$ cat src/rtl/cd_oven_pkg.sv
// rtl/cd_oven_pkg.sv - shared state enum and default widths for the oven setpoint ramp
package cd_oven_pkg;
  localparam int FILTER_IO_SIZE_DEF = 18;
  localparam int DIV_SIZE_DEF       = 16;

  typedef enum logic [1:0] {
    OFF  = 2'd0,
    RAMP = 2'd1,
    HOLD = 2'd2
  } sp_state_t;
endpackage

$ cat src/rtl/cd_ramp_tick.sv
// rtl/cd_ramp_tick.sv - ramp rate divider, tick when counter reaches rate_div then wraps
module cd_ramp_tick
  import cd_oven_pkg::*;
#(
  parameter int DIV_SIZE = DIV_SIZE_DEF
) (
  input  logic                clk,
  input  logic                rst_n,
  input  logic                clr,
  input  logic [DIV_SIZE-1:0] rate_div,
  output logic                tick
);

  logic [DIV_SIZE-1:0] cnt;

  // >= so a counter left above a freshly lowered rate_div still ticks and wraps
  assign tick = (cnt >= rate_div);

  always_ff @(posedge clk or negedge rst_n) begin
    if (!rst_n) begin
      cnt <= '0;
    end else if (clr || tick) begin
      cnt <= '0;
    end else begin
      cnt <= cnt + {{(DIV_SIZE-1){1'b0}}, 1'b1};
    end
  end

endmodule

$ cat src/rtl/cd_oven_sp_ramp.sv
// rtl/cd_oven_sp_ramp.sv - slew-limited setpoint between parameter stage and PID servo
// Optional bumpless start from temp_in in OFF: CD_SP_RAMP_BUMPLESS_EN
module cd_oven_sp_ramp
  import cd_oven_pkg::*;
#(
  parameter int FILTER_IO_SIZE = FILTER_IO_SIZE_DEF,
  parameter int DIV_SIZE       = DIV_SIZE_DEF
) (
  input  logic                             clk,
  input  logic                             rst_n,
  input  logic                             PI_on_in,
  input  logic signed [FILTER_IO_SIZE-1:0] sp_in,
  input  logic signed [FILTER_IO_SIZE-1:0] temp_in,
  input  logic        [DIV_SIZE-1:0]       rate_div,
  input  logic        [7:0]                step,
  output logic signed [FILTER_IO_SIZE-1:0] sp_out,
  output logic                             PI_on_out,
  output logic                             ramping,
  output logic                             at_sp
);

  localparam int W = FILTER_IO_SIZE;
  localparam logic signed [W:0] MAX_EXT = {2'b00, {(W-1){1'b1}}};
  localparam logic signed [W:0] MIN_EXT = {2'b11, {(W-1){1'b0}}};

  sp_state_t state;
  logic      tick;
  logic      clr;

  logic              [7:0] step_eff;
  logic signed       [W:0] diff;
  logic signed       [W:0] mag;
  logic signed       [W:0] eff;
  logic signed       [W:0] moved;
  logic signed     [W-1:0] sp_next;
  logic                    close;

  // counter only runs in RAMP, so it is already 0 on every entry
  assign clr = (state != RAMP);

  cd_ramp_tick #(.DIV_SIZE(DIV_SIZE)) u_tick (
    .clk      (clk),
    .rst_n    (rst_n),
    .clr      (clr),
    .rate_div (rate_div),
    .tick     (tick)
  );

  always_comb begin
    step_eff = (step == 8'd0) ? 8'd1 : step;
    diff     = {sp_in[W-1], sp_in} - {sp_out[W-1], sp_out};
    mag      = diff[W] ? -diff : diff;
    eff      = {{(W-7){1'b0}}, step_eff};
    close    = (mag <= eff);
    moved    = diff[W] ? ({sp_out[W-1], sp_out} - eff) : ({sp_out[W-1], sp_out} + eff);
    if (moved > MAX_EXT) begin
      sp_next = MAX_EXT[W-1:0];
    end else if (moved < MIN_EXT) begin
      sp_next = MIN_EXT[W-1:0];
    end else begin
      sp_next = moved[W-1:0];
    end
  end

`ifndef CD_SP_RAMP_BUMPLESS_EN
  logic unused_temp_in;
  assign unused_temp_in = ^temp_in;
`endif

  always_ff @(posedge clk or negedge rst_n) begin
    if (!rst_n) begin
      state     <= OFF;
      sp_out    <= '0;
      PI_on_out <= 1'b0;
      ramping   <= 1'b0;
      at_sp     <= 1'b0;
    end else if (!PI_on_in) begin
      state     <= OFF;
      PI_on_out <= 1'b0;
      ramping   <= 1'b0;
      at_sp     <= 1'b0;
`ifdef CD_SP_RAMP_BUMPLESS_EN
      sp_out    <= temp_in;
`endif
    end else begin
      case (state)
        OFF: begin
          state     <= RAMP;
          PI_on_out <= 1'b1;
          ramping   <= 1'b1;
          at_sp     <= 1'b0;
`ifdef CD_SP_RAMP_BUMPLESS_EN
          sp_out    <= temp_in;
`endif
        end
        RAMP: begin
          if (tick) begin
            if (close) begin
              sp_out  <= sp_in;
              state   <= HOLD;
              ramping <= 1'b0;
              at_sp   <= 1'b1;
            end else begin
              sp_out  <= sp_next;
            end
          end
        end
        HOLD: begin
          if (close) begin
            sp_out  <= sp_in;
          end else begin
            state   <= RAMP;
            ramping <= 1'b1;
            at_sp   <= 1'b0;
          end
        end
        default: begin
          state     <= OFF;
          PI_on_out <= 1'b0;
          ramping   <= 1'b0;
          at_sp     <= 1'b0;
        end
      endcase
    end
  end

endmodule

$ cat config.mk
export PLATFORM = sky130hd
export DESIGN_NAME = cd_oven_sp_ramp
export DESIGN_NICKNAME = d
export VERILOG_FILES = /design/src/rtl/cd_oven_pkg.sv /design/src/rtl/cd_ramp_tick.sv /design/src/rtl/cd_oven_sp_ramp.sv
export SDC_FILE = /design/constraint.sdc
export NUM_CORES = 1
export LEC_CHECK = 0
export CORE_AREA = 2 2 100 102
export DETAILED_ROUTE_END_ITERATION = 10
export DIE_AREA = 0 0 102 104
export GPL_TIMING_DRIVEN = 1
export HOLD_SLACK_MARGIN = 0.12
export MAX_ROUTING_LAYER = met4
export PLACE_DENSITY_LB_ADDON = 0.12
export REMOVE_ABC_BUFFERS = 1
export SYNTH_ARGS = -nofsm -noshare
export SYNTH_HDL_FRONTEND = slang
export SYNTH_SLANG_ARGS = --single-unit
export TNS_END_PERCENT = 20
$ cat constraint.sdc
create_clock -name clk -period 6.1 [get_ports clk]
set_input_delay 1.22 -clock clk [delete_from_list [all_inputs] [get_ports clk]]
set_output_delay 1.22 -clock clk [all_outputs]
set_load 0.02 [all_outputs]
==> results of run 1 <==
Yosys cell counts (all sizes together) (3+ instances only):
library cell  instances
a2111oi               3
a211oi               12
a21o                  9
a21oi                32
a22o                 11
a31oi                14
and2                  7
and3                  9
buf                  11
clkbuf                6
dfrtp                38
ha                   68
inv                  63
mux2i                 9
nand2                50
nand2b                8
nand3                24
nand3b                4
nand4                 7
nand4b                4
nor2                 61
nor2b                10
nor3                 12
nor3b                 4
nor4                  7
o211ai                7
o21a                 12
o21ai                30
o21bai                4
o22a                 12
or2                   5
or3                   9
xnor2                29
xor2                 25
kinds of logic (layout without fill, tap and decap cells):
| logic type | Yosys count | count (layout) | share of synthesized area |
|---|---|---|---|
| flip-flops | 38 | 38 | 0.181 |
| multiplexers | 10 | 10 | 0.0193 |
| AND/OR/NAND/NOR | 229 | 229 | 0.233 |
| XOR/XNOR | 54 | 54 | 0.0899 |
| adder cells (fa/ha/maj) | 70 | 70 | 0.169 |
| buffers and inverters | 80 | 236 | 0.0656 |
| AO/OA/AOI/OAI | 173 | 174 | 0.242 |
worst register-to-register path: cells and delay by family (launching register included):
kind / cells / cell delay, ns
compound gates: 13 / 2.25
simple gates: 5 / 1.02
buf+inv: 7 / 0.88
fa+ha+maj: 2 / 0.59
flops: 1 / 0.50
area by class of cell:
type	instances	share of cell area
clock buffers	5	0.00973
clock inverters	2	0.00141
well taps	133	0.0235
repair buffers	166	0.209
flip-flops and latches	38	0.134
inverters	63	0.0338
multi-input cells	537	0.589
sequential cells by signal, summed over array words and instances (netlist names):
| register | flops |
|---|---|
| PI_on_out | 1 |
| state | 1 |
| sp_out | 18 |
| at_sp | 1 |
| ramping | 1 |
| u_tick.cnt | 16 |
layer usage:
layer  share of wire  wire (um)
met1            0.44       6750
met2            0.50       7660
met3           0.032        490
met4           0.027        418
met5               0          0
metrics by stage:
step / setup slack [ns] / hold slack [ns] / TNS [ns] / util
after floorplan: 0.255 / 0.474 / 0 / -
after global placement: -0.475 / 0.509 / -8.90 / 0.696
after detailed placement: -0.585 / 0.515 / -11.08 / 0.696
after CTS: 0.0662 / 0.525 / 0 / 0.731
after global routing: -0.0165 / 0.564 / -0.0165 / 0.741
final: 0.174 / 0.518 / 0 / 0.741
repair_timing:
action                                  CTS  global route
pin swaps                                14            18
buffers inserted                         12             2
cloned                                    3             0
resized for setup                        26            23
hold endpoints to repair                  0             0
endpoints found under the setup margin   21            20
final timing paths:
check / to / slack, ns / cells after the start
setup / recovery: sp_out[10]$_DFFE_PN0P_ / 0.17 / 26
hold / removal: u_tick.cnt[0]$_DFF_PN0_ / 0.52 / 1
setup reg to reg: sp_out[10]$_DFFE_PN0P_ / 0.83 / 27
hold reg to reg: u_tick.cnt[0]$_DFF_PN0_ / 0.52 / 1
max in group asynchronous: sp_out[7]$_DFFE_PN0P_ / 4.53 / 1
min in group asynchronous: u_tick.cnt[0]$_DFF_PN0_ / 1.03 / 1
layout by cell type (no fill, tap or decap), types with 9 or more instances in the layout:
cell / instances
buf_4: 94
inv_1: 61
nor2_1: 59
ha_1: 59
clkdlybuf4s50_1: 55
nand2_1: 50
dfrtp_1: 38
xnor2_1: 29
a21oi_1: 27
o21ai_0: 27
xor2_1: 25
nand3_1: 24
o21a_1: 11
nor3_1: 11
o22a_1: 11
a22o_1: 11
nor2b_1: 10
mux2i_1: 9
a31oi_1: 9
==> flow_metrics.env, run 1 <==
export IMPL_htreeDepth=2
export IMPL_synth_area_top_cells="dfrtp_1, ha_1, xnor2_1"
export IMPL_top_usage_layer="met2"
export IMPL_worst_clock_skew_ns=0.00595
export IMPL_crit_path_end_kind="register"
export IMPL_cts_buffers=5
export IMPL_postSynth_asyncResetShare=1.00
export IMPL_drt_vias_per_instance=5.72
export IMPL_fp_dieArea_um2=10600
export IMPL_place_inst=921
export IMPL_regToRegStartpoint="sp_out[3]$_DFFE_PN0P_"
export IMPL_design_area_um2=7080
export IMPL_drt_wl_total_um=15300
export IMPL_arrival_ns=6.16
export IMPL_final_cell_count_no_fill=944
export IMPL_layout_drive_gt1_share=0.211
export IMPL_root_buffer="clkbuf_8"
export IMPL_syn_area_um2=5260
export IMPL_antenna_left=0
export IMPL_cts_tree="built"
export IMPL_fmax_mhz=169
export IMPL_antenna_cells=0
export IMPL_drc_errors=0
export IMPL_grt_max_degree=39
export IMPL_start_util=0.551
export IMPL_syn2layout_area_growth_pct=34.5
export IMPL_die_h_um=104
export IMPL_fill_cells=778
export IMPL_avgRoutedWirePerCell_um=16.2
export IMPL_cp_startpoint="sp_in[8]"
export IMPL_postSynthAreaPerCell_um2=8.04
export IMPL_place_congestion=0.950
export IMPL_ys_ff_latch=38
export IMPL_firstDrtPassIters=4
export IMPL_yosysSeqAreaShare=0.181
export IMPL_clockBufferDepth=2
export IMPL_synth_edf_count=0
export IMPL_synth_top_flop_cell="dfrtp_1"
export IMPL_die_w_um=102
export IMPL_layout_nets=944
export IMPL_vias=5398
export IMPL_crit_buf_inv=7
export IMPL_path_clk_slew_ns=0.08
export IMPL_postCtsHoldBufs=0
export IMPL_synth_warnings=0
export IMPL_setup_viol=0
export IMPL_yosysTopAreaCell="dfrtp_1"
export IMPL_finalHoldViolations=0
export IMPL_use_met2=0.523
export IMPL_clk_latency_ns=0.30
export IMPL_holdCritPathClass="register to register"
export IMPL_max_stage_delay_ns=0.53
export IMPL_num_io_pins=84
export IMPL_crit_required_ns=6.33
export IMPL_crit_fanout=6
export IMPL_gr_usage_met1=0.368
export IMPL_synth_cell_types=86
export IMPL_synth_cells=654
export IMPL_max_cap_viol_count=0
export IMPL_grt_usage=0.302
export IMPL_hpwl_um=11900
export IMPL_multiInputGateArea_um2=4160
export IMPL_cpLargestDelayFamily="compound AO/OA/AOI/OAI gates"
export IMPL_antenna_found_initial=0
export IMPL_critPathMostFrequentCell="o21a_1"
export IMPL_drtIter0Drc=254
export IMPL_dpl_cell_area_um2=6650
export IMPL_port_buffer_count=65
export IMPL_maxSlewViolCount=0
export IMPL_max_slew_margin=0.426
export IMPL_outcome="finished, final reports clean"
export IMPL_tightest_slew_ns=0.861
export IMPL_grt_overflow=0
export IMPL_post_route_min_period_ns=5.93
export IMPL_worst_setup_path_start_kind="primary input"
export IMPL_finalCritPeriodShare=0.971
export IMPL_worstSetupPathType="primary input to register"
export IMPL_synth_top_area_frac=0.181
export IMPL_cts_sinks=38
export IMPL_std_cell_rows=36
export IMPL_grt_pass1_vias=5360
export IMPL_cp_slowest_cell="or4_4"
export IMPL_fp_coreArea_um2=9550
export IMPL_min_from="u_tick.cnt[0]$_DFF_PN0_"
export IMPL_seqCellArea_um2=951
export IMPL_grt_use_met3=0.0228
export IMPL_grt_pass1_wl_um=25200
Power of run 1 is not shown: default switching activity piles up to over one toggle a cycle in this logic, so the estimate is an artifact.
==> run 2: changes to the inputs <==
--- a/config.mk
+++ b/config.mk
@@ -5,12 +5,11 @@
 export SDC_FILE = /design/constraint.sdc
 export NUM_CORES = 1
 export LEC_CHECK = 0
-export CORE_AREA = 2 2 100 102
+export CORE_AREA = 2 2 118 120
 export DETAILED_ROUTE_END_ITERATION = 10
-export DIE_AREA = 0 0 102 104
+export DIE_AREA = 0 0 120 122
 export GPL_TIMING_DRIVEN = 1
 export HOLD_SLACK_MARGIN = 0.12
-export MAX_ROUTING_LAYER = met4
 export PLACE_DENSITY_LB_ADDON = 0.12
 export REMOVE_ABC_BUFFERS = 1
 export SYNTH_ARGS = -nofsm -noshare
==> run 2 against run 1 <==
Clock skew grew 0.0032 ns. Design area grew 0.51%. Wire length grew 1.1%. Non-clock buffer count shrank 13. First-iteration DRC count shrank 17%. Critical path depth grew 1. Die area grew 38%. Global-route usage shrank 8.9 points. Critical path type unchanged. Critical endpoint is now sp_out[15]$_DFFE_PN0P_. Highest routed layer unchanged.
==> flow_metrics.env, run 2 (synthesis gave the netlist of run 1 again) <==
export IMPL_worstSetupPathType="primary input to register"
export IMPL_max_slew_margin=0.393
export IMPL_grt_pass1_wl_um=25200
export IMPL_layout_commonest_cell="buf_4"
export IMPL_cts_tree="built"
export IMPL_die_h_um=122
export IMPL_cts_sinks=38
export IMPL_place_congestion=0.881
export IMPL_htreeDepth=2
export IMPL_grt_usage=0.213
export IMPL_setup_viol=0
export IMPL_reg_largest_list="sp_out: 18 flops, u_tick.cnt: 16 flops"
export IMPL_maxSlewViolCount=0
export IMPL_fp_coreArea_um2=13500
export IMPL_syn2layout_area_growth_pct=35.2
export IMPL_clk_latency_ns=0.29
export IMPL_drc_errors=0
export IMPL_post_route_min_period_ns=5.84
export IMPL_layout_nets=930
export IMPL_tightest_slew_ns=0.911
export IMPL_vias=5316
export IMPL_critPathMostFrequentCell="o21a_1"
export IMPL_largest_reg_flops=18
export IMPL_die_w_um=120
export IMPL_layout_drive_gt1_share=0.189
export IMPL_grt_max_degree=39
export IMPL_firstDrtPassIters=4
export IMPL_grt_overflow=0
export IMPL_largest_register="sp_out"
export IMPL_crit_buf_inv=7
export IMPL_fmax_mhz=171
export IMPL_antenna_left=0
export IMPL_port_buffer_count=65
export IMPL_clockBufferDepth=2
export IMPL_crit_fanout=12
export IMPL_crit_path_end_kind="register"
export IMPL_finalCritPeriodShare=0.957
export IMPL_cp_slowest_cell="or4_4"
export IMPL_drt_vias_per_instance=5.44
export IMPL_worst_setup_path_start_kind="primary input"
export IMPL_arrival_ns=6.01
export IMPL_num_io_pins=84
export IMPL_finalHoldViolations=0
export IMPL_std_cell_rows=43
export IMPL_holdCritPathClass="register to register"
export IMPL_outcome="finished, final reports clean"
export IMPL_grt_pass1_vias=5252
export IMPL_antenna_cells=0
export IMPL_crit_required_ns=6.27
export IMPL_start_util=0.390
export IMPL_cts_buffers=5
export IMPL_fin_tns_setup_ns=0
export IMPL_path_clk_slew_ns=0.07
export IMPL_hpwl_um=12000
export IMPL_max_cap_viol_count=0
export IMPL_worst_clock_skew_ns=0.00912
export IMPL_fp_dieArea_um2=14600
export IMPL_fin_hold_ws_ns=0.536
export IMPL_rsz0062_at_grt="false"
export IMPL_drtIter0Drc=212
export IMPL_root_buffer="clkbuf_16"
export IMPL_avgRoutedWirePerCell_um=15.8
export IMPL_cpLargestDelayFamily="compound AO/OA/AOI/OAI gates"
export IMPL_antenna_found_initial=0
export IMPL_max_stage_delay_ns=0.51
export IMPL_layout_common_cells="buf_4, inv_1, ha_1"
export IMPL_drt_wl_total_um=15500
==> run 2: path summary, 6_finish.rpt <==
path                                    startpoint                       to  slack, ns  depth (start not counted)
max                                       sp_in[6]   sp_out[15]$_DFFE_PN0P_       0.26                         27
max in group asynchronous                    rst_n      ramping$_DFFE_PN0P_       4.46                          1
min                        u_tick.cnt[0]$_DFF_PN0_  u_tick.cnt[0]$_DFF_PN0_       0.54                          1
min reg2reg                u_tick.cnt[0]$_DFF_PN0_  u_tick.cnt[0]$_DFF_PN0_       0.54                          1
max reg2reg                  sp_out[3]$_DFFE_PN0P_   sp_out[15]$_DFFE_PN0P_       1.03                         27
min in group asynchronous                    rst_n    sp_out[0]$_DFFE_PN0P_       1.06                          1
==> run 2: final cells by class <==
class	count	area (um^2)
clock inverter	2	10.0
sequential	38	951
fill	1284	6390
clock buffer	5	125
timing repair buffer	153	1420
multi-input combinational	536	4140
tap	180	225
inverter	63	239
==> run 2: timing repair <==
action	in CTS	in global routing
hold endpoints to repair	0	0
hold buffers	0	0
setup buffers	6	1
cloned	2	0
pin swaps	12	9
endpoints found under the setup margin	21	21
resized for setup	21	21
==> run 2: worst register-to-register path, delay by kind of cell, from the launching register on <==
family	cells	cell delay, ns
adder cells (fa/ha/maj)	2	0.60
AO/OA/AOI/OAI	13	2.13
buffers and inverters	7	0.86
AND/OR/NAND/NOR	5	0.88
flip-flops	1	0.48
==> run 2: layer usage <==
layer	global-route usage	vias up	routed length (um)
met1	0.264	2543	7010
met4	0.0574	0	241
li1	-	2656	-
met5	0	-	0
met3	0.0178	17	455
met2	0.395	100	7770
==> run 2: per-stage QoR <==
step	setup slack, ns	utilization	cell area [um^2]	std cells
floorplan	0.255	-	5150	637
global placement	-0.536	0.493	6650	961
detailed placement	-0.623	0.493	6650	961
CTS	0.00995	0.517	6980	976
global route	0.000693	0.527	7110	977
finish	0.261	0.527	7110	977
Power of run 2 is left out for the same reason.
==> run 3: changes to the inputs <==
--- a/config.mk
+++ b/config.mk
@@ -10,7 +10,7 @@
 export DIE_AREA = 0 0 120 122
 export GPL_TIMING_DRIVEN = 1
 export HOLD_SLACK_MARGIN = 0.12
-export PLACE_DENSITY_LB_ADDON = 0.12
+export PLACE_DENSITY = 0.65
 export REMOVE_ABC_BUFFERS = 1
 export SYNTH_ARGS = -nofsm -noshare
 export SYNTH_HDL_FRONTEND = slang
==> run 3 against run 2 <==
Sequential share of layout area down 0.10 points. Cell count up 0.31%. Die area unchanged.
==> flow_metrics.env, run 3 (synthesis gave the netlist of run 1 again) <==
export IMPL_fmax_mhz=169
export IMPL_largest_reg_flops=18
export IMPL_fp_dieArea_um2=14600
export IMPL_cts_tree="built"
export IMPL_hpwl_um=11900
export IMPL_crit_path_end_kind="register"
export IMPL_setup_viol=0
export IMPL_syn2layout_area_growth_pct=36.2
export IMPL_die_h_um=122
export IMPL_use_met2=0.384
export IMPL_crit_required_ns=6.28
export IMPL_grt_usage=0.204
export IMPL_htreeDepth=2
export IMPL_top_usage_layer="met2"
export IMPL_std_cell_rows=43
export IMPL_reg_largest_list="sp_out: 18 flops, u_tick.cnt: 16 flops"
export IMPL_cp_slowest_cell="or4_4"
export IMPL_drc_errors=0
export IMPL_max_slew_margin=0.392
export IMPL_post_route_min_period_ns=5.92
export IMPL_cts_buffers=5
export IMPL_fin_hold_ws_ns=0.520
export IMPL_place_congestion=0.930
export IMPL_layout_drive_gt1_share=0.205
export IMPL_layout_commonest_cell="buf_4"
export IMPL_worstSetupPathType="primary input to register"
export IMPL_arrival_ns=6.09
export IMPL_drt_vias_per_instance=5.52
export IMPL_rsz0062_at_grt="true"
export IMPL_dpl_cell_area_um2=6650
export IMPL_layout_nets=932
export IMPL_clk_latency_ns=0.29
export IMPL_place_inst=961
export IMPL_crit_fanout=17
export IMPL_die_w_um=120
export IMPL_design_area_um2=7170
export IMPL_vias=5406
export IMPL_grt_pass1_wl_um=24400
export IMPL_largest_register="sp_out"
export IMPL_fp_coreArea_um2=13500
export IMPL_finalHoldViolations=0
export IMPL_holdCritPathClass="register to register"
export IMPL_layout_common_cells="buf_4, inv_1, ha_1"
export IMPL_critPathMostFrequentCell="o21a_1"
export IMPL_max_cap_viol_count=0
export IMPL_grt_pass1_vias=5247
export IMPL_max_stage_delay_ns=0.56
export IMPL_grt_use_met3=0.0187
export IMPL_grt_overflow=0
export IMPL_antenna_found_initial=0
export IMPL_cts_sinks=38
export IMPL_avgRoutedWirePerCell_um=15.8
export IMPL_clockBufferDepth=2
export IMPL_path_clk_slew_ns=0.06
export IMPL_num_io_pins=84
export IMPL_root_buffer="clkbuf_16"
export IMPL_firstDrtPassIters=4
export IMPL_postCtsHoldBufs=0
export IMPL_drtIter0Drc=313
export IMPL_drt_wl_total_um=15500
export IMPL_gr_usage_met1=0.246
export IMPL_finalCritPeriodShare=0.970
export IMPL_antenna_cells=0
export IMPL_antenna_left=0
export IMPL_port_buffer_count=65
export IMPL_worst_setup_path_start_kind="primary input"
export IMPL_final_cell_count_no_fill=980
export IMPL_worst_clock_skew_ns=0.00447
export IMPL_tightest_slew_ns=0.913
export IMPL_maxSlewViolCount=0
export IMPL_grt_max_degree=39
export IMPL_start_util=0.390
export IMPL_outcome="finished, final reports clean"
run 3: changes by cell type in the layout (fill, tap and decap cells not counted), sizes merged:
| cell | change |
|---|---|
| buf | +1 |
| bufinv | +2 |
| clkbuf | +6 |
| clkdlybuf4s50 | -2 |
| clkinv | -2 |
| dlygate4sd2 | -1 |
| dlymetal6s2s | -1 |
run 3: what timing repair did:
item	in CTS	in global routing
gates cloned	0	2
resized for setup	9	44
setup endpoints to repair	21	21
pin swaps	6	25
buffers inserted	2	7
run 3: critical path: cells and delay by family:
family                   cells  cell delay, ns
AO/OA/AOI/OAI               12            1.97
adder cells (fa/ha/maj)      2            0.64
buffers and inverters        6            1.05
AND/OR/NAND/NOR              6            1.20
run 3: area by class of cell:
type	instances	area (um^2)
Sequential cell	38	951
Clock buffer	6	139
Fill cell	1242	6340
Inverter	63	241
Tap cell	180	225
Timing Repair Buffer	155	1400
Clock inverter	2	60.1
Multi-Input combinational cell	536	4150
run 3: layer usage:
layer / vias to the layer above / wire length, um
met5: - / 0
met4: 0 / 289
met3: 22 / 541
met2: 138 / 7940
met1: 2586 / 6730
li1: 2660 / -
run 3: metrics by stage:
stage	utilization	setup slack [ns]	TNS (ns)
2_1_floorplan	-	0.255	0
3_3_place_gp	0.493	-0.482	-8.57
3_5_place_dp	0.493	-0.513	-9.30
4_1_cts	0.511	0.000522	0
5_1_grt	0.531	-0.0465	-0.319
6_report	0.531	0.182	0
run 3: path summary, 6_finish.rpt:
kind                                            to               startpoint  slack [ns]  cells after the start
max                         sp_out[13]$_DFFE_PN0P_                sp_in[11]        0.18                     26
min                        u_tick.cnt[0]$_DFF_PN0_  u_tick.cnt[0]$_DFF_PN0_        0.52                      1
max reg2reg                 sp_out[13]$_DFFE_PN0P_    sp_out[4]$_DFFE_PN0P_        0.66                     27
min reg2reg                u_tick.cnt[0]$_DFF_PN0_  u_tick.cnt[0]$_DFF_PN0_        0.52                      1
max in group asynchronous   sp_out[11]$_DFFE_PN0P_                    rst_n        4.47                      1
min in group asynchronous  u_tick.cnt[8]$_DFF_PN0_                    rst_n        1.06                      1
Power of run 3 is left out for the same reason.
